[config.mk]
export PLATFORM = sky130hd
export DESIGN_NAME = cpu_controller_flat
export DESIGN_NICKNAME = d
export VERILOG_FILES = /design/src/rtl/cpu_controller_if.sv /design/src/rtl/cpu_controller.sv /design/src/flat_wrapper.sv
export SDC_FILE = /design/constraint.sdc
export NUM_CORES = 1
export LEC_CHECK = 0
export CORE_UTILIZATION = 37
export DETAILED_ROUTE_END_ITERATION = 10
export PLACE_DENSITY = 0.9
export RECOVER_POWER = 100
export SYNTH_ARGS = -nofsm -noshare
export SYNTH_HDL_FRONTEND = slang
export SYNTH_SLANG_ARGS = --single-unit
[constraint.sdc]
create_clock -name clk -period 2.2 [get_ports clk]
set_input_delay 0.22 -clock clk [delete_from_list [all_inputs] [get_ports clk]]
set_output_delay 0.22 -clock clk [all_outputs]
set_load 0.005 [all_outputs]
[src/rtl/cpu_controller_if.sv]
// Control bundle between the accumulator datapath and its multi-cycle controller.
// The controller side (master) drives every load, select and write strobe.
interface cpu_controller_if;
  localparam int unsigned DATA_W = 8;
  localparam int unsigned JSEL_W = 2;
  localparam int unsigned ASEL_W = 2;
  localparam int unsigned ALU_W  = 3;
  localparam int unsigned SHFT_W = 2;

  logic [DATA_W-1:0] INSTR;
  logic [DATA_W-1:0] accout;
  logic              enter;

  logic              IRload;
  logic [JSEL_W-1:0] Jmpmuxsel;
  logic              PCload;
  logic              MemInst;
  logic              MRload;
  logic [ASEL_W-1:0] Asel;
  logic              Aload;
  logic              RFwr;
  logic [ALU_W-1:0]  ALUsel;
  logic [SHFT_W-1:0] Shiftsel;
  logic              outen;
  logic              halted;

  modport master (
    input  INSTR, accout, enter,
    output IRload, Jmpmuxsel, PCload, MemInst, MRload, Asel, Aload,
           RFwr, ALUsel, Shiftsel, outen, halted
  );

  modport slave (
    output INSTR, accout, enter,
    input  IRload, Jmpmuxsel, PCload, MemInst, MRload, Asel, Aload,
           RFwr, ALUsel, Shiftsel, outen, halted
  );
endinterface

[src/rtl/cpu_controller.sv]
// Fetch/decode/execute sequencer for the 8-bit accumulator datapath.
// Outputs are decoded from the current state and INSTR so each strobe lands in its own state.
module cpu_controller #(
  parameter bit INWAIT_EN = 1'b1
) (
  input  logic            clk,
  input  logic            reset,
  cpu_controller_if.master bus
);

  localparam int unsigned OP_W = 3;

  typedef enum logic [3:0] {
    S_START, S_FETCH, S_DECODE, S_EXEC, S_ADDR,
    S_MEM, S_JADDR, S_INWAIT, S_HALT
  } state_t;

  state_t state;

  logic [1:0]      cls;
  logic [OP_W-1:0] op;
  logic            grp0, is_in, is_ldm, is_jmp, is_halt, acc_zero;

  assign cls      = bus.INSTR[7:6];
  assign op       = bus.INSTR[5:3];
  assign grp0     = (cls == 2'b00);
  assign is_in    = grp0 && (op == 3'b010);
  assign is_ldm   = grp0 && (op == 3'b110);
  assign is_jmp   = grp0 && (op == 3'b111) && (bus.INSTR[2:0] == 3'b000);
  assign is_halt  = grp0 && (op == 3'b111) && (bus.INSTR[2:0] == 3'b111);
  assign acc_zero = (bus.accout == 8'h00);

  // State sequencing; reset wins from every state, including mid-LDM and S_INWAIT.
  always_ff @(posedge clk) begin
    if (reset) begin
      state <= S_START;
    end else begin
      case (state)
        S_START:  state <= S_FETCH;
        S_FETCH:  state <= S_DECODE;
        S_DECODE: begin
          if (is_ldm)                  state <= S_ADDR;
          else if (is_jmp)             state <= S_JADDR;
          else if (is_halt)            state <= S_HALT;
          else if (is_in && INWAIT_EN) state <= S_INWAIT;
          else                         state <= S_EXEC;
        end
        S_EXEC:   state <= S_FETCH;
        S_ADDR:   state <= S_MEM;
        S_MEM:    state <= S_FETCH;
        S_JADDR:  state <= S_FETCH;
        S_INWAIT: state <= bus.enter ? S_FETCH : S_INWAIT;
        S_HALT:   state <= S_HALT;
        default:  state <= S_START;
      endcase
    end
  end

  // Datapath strobes and selects for the current state.
  always_comb begin
    bus.IRload    = 1'b0;
    bus.Jmpmuxsel = 2'b00;
    bus.PCload    = 1'b0;
    bus.MemInst   = 1'b0;
    bus.MRload    = 1'b0;
    bus.Asel      = 2'b00;
    bus.Aload     = 1'b0;
    bus.RFwr      = 1'b0;
    bus.ALUsel    = 3'b000;
    bus.Shiftsel  = 2'b00;
    bus.outen     = 1'b0;
    bus.halted    = 1'b0;

    case (state)
      S_FETCH: begin
        bus.IRload = 1'b1;
        bus.PCload = 1'b1;
      end
      S_EXEC: begin
        case (cls)
          2'b01: begin
            bus.ALUsel = op;
            bus.Aload  = 1'b1;
          end
          2'b10: if (acc_zero) begin
            bus.PCload    = 1'b1;
            bus.Jmpmuxsel = 2'b11;
          end
          2'b11: if (!acc_zero) begin
            bus.PCload    = 1'b1;
            bus.Jmpmuxsel = 2'b10;
          end
          default: begin
            case (op)
              3'b000: begin
                bus.Asel  = 2'b01;
                bus.Aload = 1'b1;
              end
              3'b001: bus.RFwr = 1'b1;
              // Only reached for IN when the enter handshake is disabled.
              3'b010: begin
                bus.Asel  = 2'b10;
                bus.Aload = 1'b1;
              end
              3'b011: bus.outen = 1'b1;
              3'b100: begin
                bus.Shiftsel = 2'b01;
                bus.Aload    = 1'b1;
              end
              3'b101: begin
                bus.Shiftsel = 2'b10;
                bus.Aload    = 1'b1;
              end
              default: ;
            endcase
          end
        endcase
      end
      S_ADDR: begin
        bus.MRload = 1'b1;
        bus.PCload = 1'b1;
      end
      S_MEM: begin
        bus.MemInst = 1'b1;
        bus.Asel    = 2'b11;
        bus.Aload   = 1'b1;
      end
      S_JADDR: begin
        bus.PCload    = 1'b1;
        bus.Jmpmuxsel = 2'b01;
      end
      S_INWAIT: if (bus.enter) begin
        bus.Asel  = 2'b10;
        bus.Aload = 1'b1;
      end
      S_HALT: bus.halted = 1'b1;
      default: ;
    endcase
  end

endmodule

[src/flat_wrapper.sv]
// flat-port wrapper written by rule: the top's interface ports become plain ports
module cpu_controller_flat 
#(
  parameter bit INWAIT_EN = 1'b1
)
  (clk, reset, bus_INSTR, bus_accout, bus_enter, bus_IRload, bus_Jmpmuxsel, bus_PCload, bus_MemInst, bus_MRload, bus_Asel, bus_Aload, bus_RFwr, bus_ALUsel, bus_Shiftsel, bus_outen, bus_halted);
  cpu_controller_if bus_i ();
  input  logic clk;
  input  logic reset;
  input wire logic [$bits(bus_i.INSTR)-1:0] bus_INSTR;
  input wire logic [$bits(bus_i.accout)-1:0] bus_accout;
  input wire logic [$bits(bus_i.enter)-1:0] bus_enter;
  output wire logic [$bits(bus_i.IRload)-1:0] bus_IRload;
  output wire logic [$bits(bus_i.Jmpmuxsel)-1:0] bus_Jmpmuxsel;
  output wire logic [$bits(bus_i.PCload)-1:0] bus_PCload;
  output wire logic [$bits(bus_i.MemInst)-1:0] bus_MemInst;
  output wire logic [$bits(bus_i.MRload)-1:0] bus_MRload;
  output wire logic [$bits(bus_i.Asel)-1:0] bus_Asel;
  output wire logic [$bits(bus_i.Aload)-1:0] bus_Aload;
  output wire logic [$bits(bus_i.RFwr)-1:0] bus_RFwr;
  output wire logic [$bits(bus_i.ALUsel)-1:0] bus_ALUsel;
  output wire logic [$bits(bus_i.Shiftsel)-1:0] bus_Shiftsel;
  output wire logic [$bits(bus_i.outen)-1:0] bus_outen;
  output wire logic [$bits(bus_i.halted)-1:0] bus_halted;
  assign bus_i.INSTR = bus_INSTR;
  assign bus_i.accout = bus_accout;
  assign bus_i.enter = bus_enter;
  assign bus_IRload = bus_i.IRload;
  assign bus_Jmpmuxsel = bus_i.Jmpmuxsel;
  assign bus_PCload = bus_i.PCload;
  assign bus_MemInst = bus_i.MemInst;
  assign bus_MRload = bus_i.MRload;
  assign bus_Asel = bus_i.Asel;
  assign bus_Aload = bus_i.Aload;
  assign bus_RFwr = bus_i.RFwr;
  assign bus_ALUsel = bus_i.ALUsel;
  assign bus_Shiftsel = bus_i.Shiftsel;
  assign bus_outen = bus_i.outen;
  assign bus_halted = bus_i.halted;
  cpu_controller #(.INWAIT_EN(INWAIT_EN)) u_core (.clk(clk), .reset(reset), .bus(bus_i));
endmodule
# Word level (Yosys, flattened, before mapping)
# Index checks and enable logic that the tools add are counted.
[word_totals] reg_bits=4 word_cells=72
[op_classes] n_mux=37 n_eq_ne=19 reduce_logical=15
[ops] operator="$pmux 4 s6" n=1
[ops] operator="$eq 4x3->1 const B" n=4
[ops] operator="$pmux 2 s2" n=4
[ops] operator="$eq 3x3->1 const B" n=5
[ops] operator="$mux 1" n=14
[ops] operator="$mux 2" n=6
[ops] operator="$mux 3" n=4
[ops] operator="$mux 4" n=3
[ops] operator="$eq 4x2->1 const B" n=2
[ops] operator="$logic_not 8->1" n=1
[ops] operator="$reduce_or 4->1" n=2
[ops] operator="$eq 3x2->1 const B" n=2
[ops] operator="$logic_not 3->1" n=2
[ops] operator="$pmux 1 s2" n=3
[ops] operator="$pmux 2 s3" n=1
[ops] operator="$reduce_or 3->1" n=2
[ops] operator="$logic_and 1x1->1" n=5
[ops] operator="$eq 2x2->1 const B" n=2
[ops] operator="$eq 4x1->1 const B" n=1
[ops] operator="$eq 4x4->1 const B" n=1
[ops] operator="$logic_not 4->1" n=1
[ops] operator="$eq 3x1->1 const B" n=1
[ops] operator="$pmux 1 s3" n=1
[ops] operator="$eq 2x1->1 const B" n=1
[ops] operator="other kinds (2)" n=2

# Longest topological paths before layout
[logic_depth] depth_word=7 ltp_mapped=5

# Worst setup path before layout
# OpenSTA, ideal clock, no wires.
[synth_path] kind="reg-to-output" startpoint="reg u_core.state[2]" endpoint="out bus_Jmpmuxsel[0]" path_slack_ns=0.970 arrival_time_ns=1.010 t_required_ns=1.980 path_stages_with_launch=6 path_buffers=1 path_cell_list="dfxtp_1 buf_2 nor2_2 and3_2 nand2_1 o22ai_1"
[synth_between] elab_chain_len=2 elab_cells_between_ends=3
[synth_lines] element="from (decl)" line="cpu_controller.sv:18" rtl="state_t state;"
[synth_lines] element="from (signal assigned)" line="cpu_controller.sv:52" rtl="S_INWAIT: state <= bus.enter ? S_FETCH : S_INWAIT;"
[synth_lines] element="$eq 4x3->1 / $eq 4x2->1 (equally long branches)" line="cpu_controller.sv:74" rtl="case (state)"
[synth_lines] element="$pmux 2 s2 *" line="cpu_controller.sv:74"
[synth_lines] element="to (decl)" line="flat_wrapper.sv:14" rtl="output wire logic [$bits(bus_i.Jmpmuxsel)-1:0] bus_Jmpmuxsel;"
# Every way passes the cells marked *; elsewhere a longest branch is shown, timed or not.

# Worst setup path after layout
[layout_path] startpoint="in bus_accout[2]" endpoint="out bus_Jmpmuxsel[1]"
[layout_between] elab_chain_len=4 elab_cells_between_ends=5
[layout_lines] element="from (decl)" line="flat_wrapper.sv:11" rtl="input wire logic [$bits(bus_i.accout)-1:0] bus_accout;"
[layout_lines] element="$logic_not 8->1 *" line="cpu_controller.sv:31" rtl="assign acc_zero = (bus.accout == 8'h00);"
[layout_lines] element="$mux 2, on equally long branches" line="cpu_controller.sv:89, cpu_controller.sv:85"
[layout_lines] element="$pmux 2 s2 *" line="cpu_controller.sv:80" rtl="case (cls)"
[layout_lines] element="$pmux 2 s2 *" line="cpu_controller.sv:74"
# Marks and branches as above.

==> results.sh <==
export IMPL_status="finished clean"
export IMPL_slowest_stage="clkdlybuf4s50_1"
export IMPL_power_density_nw_per_um2=374
export IMPL_peakVddDrop_mv=0.329
export IMPL_crit_buf_inv=2
export IMPL_drc=0
export IMPL_p_switching_w=0.000113
export IMPL_grt_busiest_layer="met2"
export IMPL_hpwlAfterDp_um=1250
export IMPL_worstMarginPinSlew_ns=0.321
export IMPL_p_int_w=0.000229
export IMPL_instances_no_fill=133
export IMPL_grt_usage_pct=23.1
export IMPL_die_h_um=39.5
export IMPL_critPathMaxStageDelay_ns=0.50
export IMPL_synth_area_um2=520
export IMPL_avgSynthCellArea_um2=6.35
export IMPL_end_kind="output pin"
export IMPL_via_per_inst=5.28
export IMPL_largest_reg_flops=4
export IMPL_clock_skew_final_ns=0.00628
export IMPL_hold_violations=0
export IMPL_h_tree_depth=1
export IMPL_combPwrFrac_pct=45.3
export IMPL_synth_simple_gate_area_share_pct=52.6
export IMPL_drtPass1Iterations=4
export IMPL_grt_pass1_vias=594
export IMPL_cts_tree="done"
export IMPL_hp_class="in -> reg"
export IMPL_final_common_cell="clkdlybuf4s50_1"
export IMPL_cts_path_max_buffers=2
export IMPL_grt_met2_usage_pct=41.8
export IMPL_synth_seq_cells=4
export IMPL_grt_remaining_overflow=0
export IMPL_cp_common_cell="clkdlybuf4s50_1"
export IMPL_ys_seq_area_share_pct=15.4
export IMPL_setup_tns_ns=0
export IMPL_maxSlewHeadroom_pct=78.6
export IMPL_syn_nets=101
export IMPL_timing_fmax_mhz=477
export IMPL_clk_pin_slew_ns=0.03
export IMPL_drive_gt1_share_pct=9.32
export IMPL_top_register="u_core.state"
export IMPL_fin_crit_sh_pct=95.2
export IMPL_antenna_found_initial=0
export IMPL_die_area_um2=1560
export IMPL_place_gp_congestion=0.842
export IMPL_synth_top_family_by_area="simple AND/OR/NAND/NOR gates"
export IMPL_placementRows=13
export IMPL_syn2layout_area_growth_pct=76.2
export IMPL_path_cells="clkdlybuf4s50_1, nor4_4, nand3_1, nor2b_1, nor2_1, clkdlybuf4s50_1"
export IMPL_antenna_cells=0
export IMPL_pre_cts_ws_ns=-0.0147
export IMPL_worstSetupPathType="in -> out"
export IMPL_setup_viol=0
export IMPL_clock_sinks=4
export IMPL_power_frac_seq_pct=28.4
export IMPL_start_kind="input port"
export IMPL_num_vias=702
export IMPL_mostFrequentLayoutCells="clkdlybuf4s50_1, nor2_1, nand2_1"
export IMPL_synthTopCellsByArea="dfxtp_1, nor2_1, nand2_1"
export IMPL_synth_adder_area_share_pct=0
export IMPL_top_regs="u_core.state x4"
export IMPL_grt_use_met3_pct=2.27
export IMPL_cts_setup_buffers=0
export IMPL_p_leak_nw=0.355
export IMPL_rsz0062_at_grt="false"
export IMPL_io_buffers=35
export IMPL_synthMuxAreaShare_pct=1.92
export IMPL_place_inst=130
export IMPL_die_w_um=39.5
export IMPL_initial_core_util_pct=40.0
export IMPL_cts_root_buffer="clkbuf_4"
export IMPL_drtIter0Drc=21
export IMPL_crit_required_ns=1.98
export IMPL_ant_nets=0
export IMPL_grt_max_degree=12
export IMPL_wl_per_cell_um=12.1
export IMPL_ios=36
export IMPL_slew_violations=0
export IMPL_total_power_w=0.000343
export IMPL_cts_buffers=3
export IMPL_clockPowerShare_pct=26.3
export IMPL_synth_cells=82
export IMPL_worstPathMaxFanout=2
export IMPL_wirelength_um=1610
export IMPL_path_delay_family="buffers and inverters"
export IMPL_core_region_area_um2=1300
export IMPL_yosysTopAreaCell="dfxtp_1"
export IMPL_cp_arrival_ns=1.88
export IMPL_synth_xor_area_share_pct=0
export IMPL_synth_top_area_share_pct=15.4
export IMPL_final_nets=139
export IMPL_yosysUniqueCellTypes=29
export IMPL_fin_util_pct=70.5
export IMPL_cap_violations=0
export IMPL_synth_compound_area_share_pct=24.0
export IMPL_clkLatencyLatePin_ns=0.23
export IMPL_sw_frac_of_total_pct=33.1
export IMPL_fin_crit_ns=2.10
export IMPL_grt_pass1_wl_um=2460
export IMPL_finalWorstSetupSlack_ns=0.105
export IMPL_grt_use_met1_pct=27.7
export IMPL_ys_warn_count=0
[path summary, 6_finish.rpt]
path | start | endpoint | slack [ns] | depth (start not counted)
setup / recovery | bus_accout[2] | bus_Jmpmuxsel[1] | 0.10 | 6
hold / removal | bus_INSTR[6] | u_core.state[0] | 0.55 | 4
setup reg to reg | u_core.state[0] | u_core.state[0] | 0.83 | 4
hold reg to reg | u_core.state[3] | u_core.state[3] | 0.72 | 2
[metrics by stage]
| stage | hold slack, ns | cell area (um^2) |
|---|---|---|
| 6_report | 0.547 | 917 |
| 5_1_grt | 0.601 | 917 |
| 4_1_cts | 0.672 | 908 |
| 3_5_place_dp | 0.702 | 873 |
| 3_3_place_gp | 0.691 | 873 |
| 2_1_floorplan | 0.372 | 520 |
[metal layers]
metal | vias to the layer above | routed length, um | part of all wire [%]
met5 | - | 0 | 0
met4 | 0 | 0 | 0
met3 | 0 | 74 | 4.6
met2 | 21 | 812 | 50
met1 | 317 | 726 | 45
li1 | 364 | - | -
[Yosys cell counts]
cell / count
dfxtp_1: 4
or2_2: 1
buf_2: 1
nor4_1: 3
and3_2: 1
nor3_1: 5
and2_1: 2
a211oi_1: 1
o32ai_1: 1
or2b_1: 2
o21a_1: 3
a41oi_1: 1
o31ai_1: 1
nor2_2: 1
a21oi_4: 1
buf_6: 1
or3_4: 1
mux2i_1: 1
inv_1: 2
buf_4: 1
a21oi_1: 6
and2b_2: 1
nand2_1: 10
o22ai_1: 3
nor2_1: 16
nor2b_1: 3
nand2b_1: 5
nand3_1: 3
o21ai_1: 1
[final cells by class]
class	instances	area (um^2)
multi-input combinational	73	425
timing repair buffer	36	363
tap	15	18.8
sequential	4	80.1
inverter	2	7.51
fill	113	384
clock buffer	3	22.5
[cell families (layout without fill, tap and decap cells)]
kind of cell | after synthesis | after routing
muxes | 1 | 1
buffers and inverters | 5 | 41
DFF | 4 | 4
AOI/OAI and AO/OA | 18 | 18
and+or+nand+nor | 54 | 54
[power groups by stage]
stage / Sequential [W] / Combinational [W] / Clock (W)
6_report: 0.0000974 / 0.000155 / 0.0000901
5_1_grt: 0.0000994 / 0.000171 / 0.000102
4_1_cts: 0.0000975 / 0.000161 / 0.0000933
3_5_place_dp: 0.0000982 / 0.000158 / 0
3_3_place_gp: 0.0000974 / 0.000156 / 0
2_1_floorplan: 0.0000841 / 0.000108 / 0
[worst register-to-register path, cell delays in order (launching register included)]
cell and delay (ns):
dfxtp_1 0.50, or2b_1 0.30, a21oi_1 0.16, o32ai_1 0.11, o21a_1 0.20
[timing repair]
action	4_1_cts	5_1_grt
endpoints found under the hold margin	0	0
pin swaps	0	1
gates cloned	0	0
endpoints found under the setup margin	1	2
hold buffers	0	0
resized for setup	2	3
(Power assumes the default switching activity.)
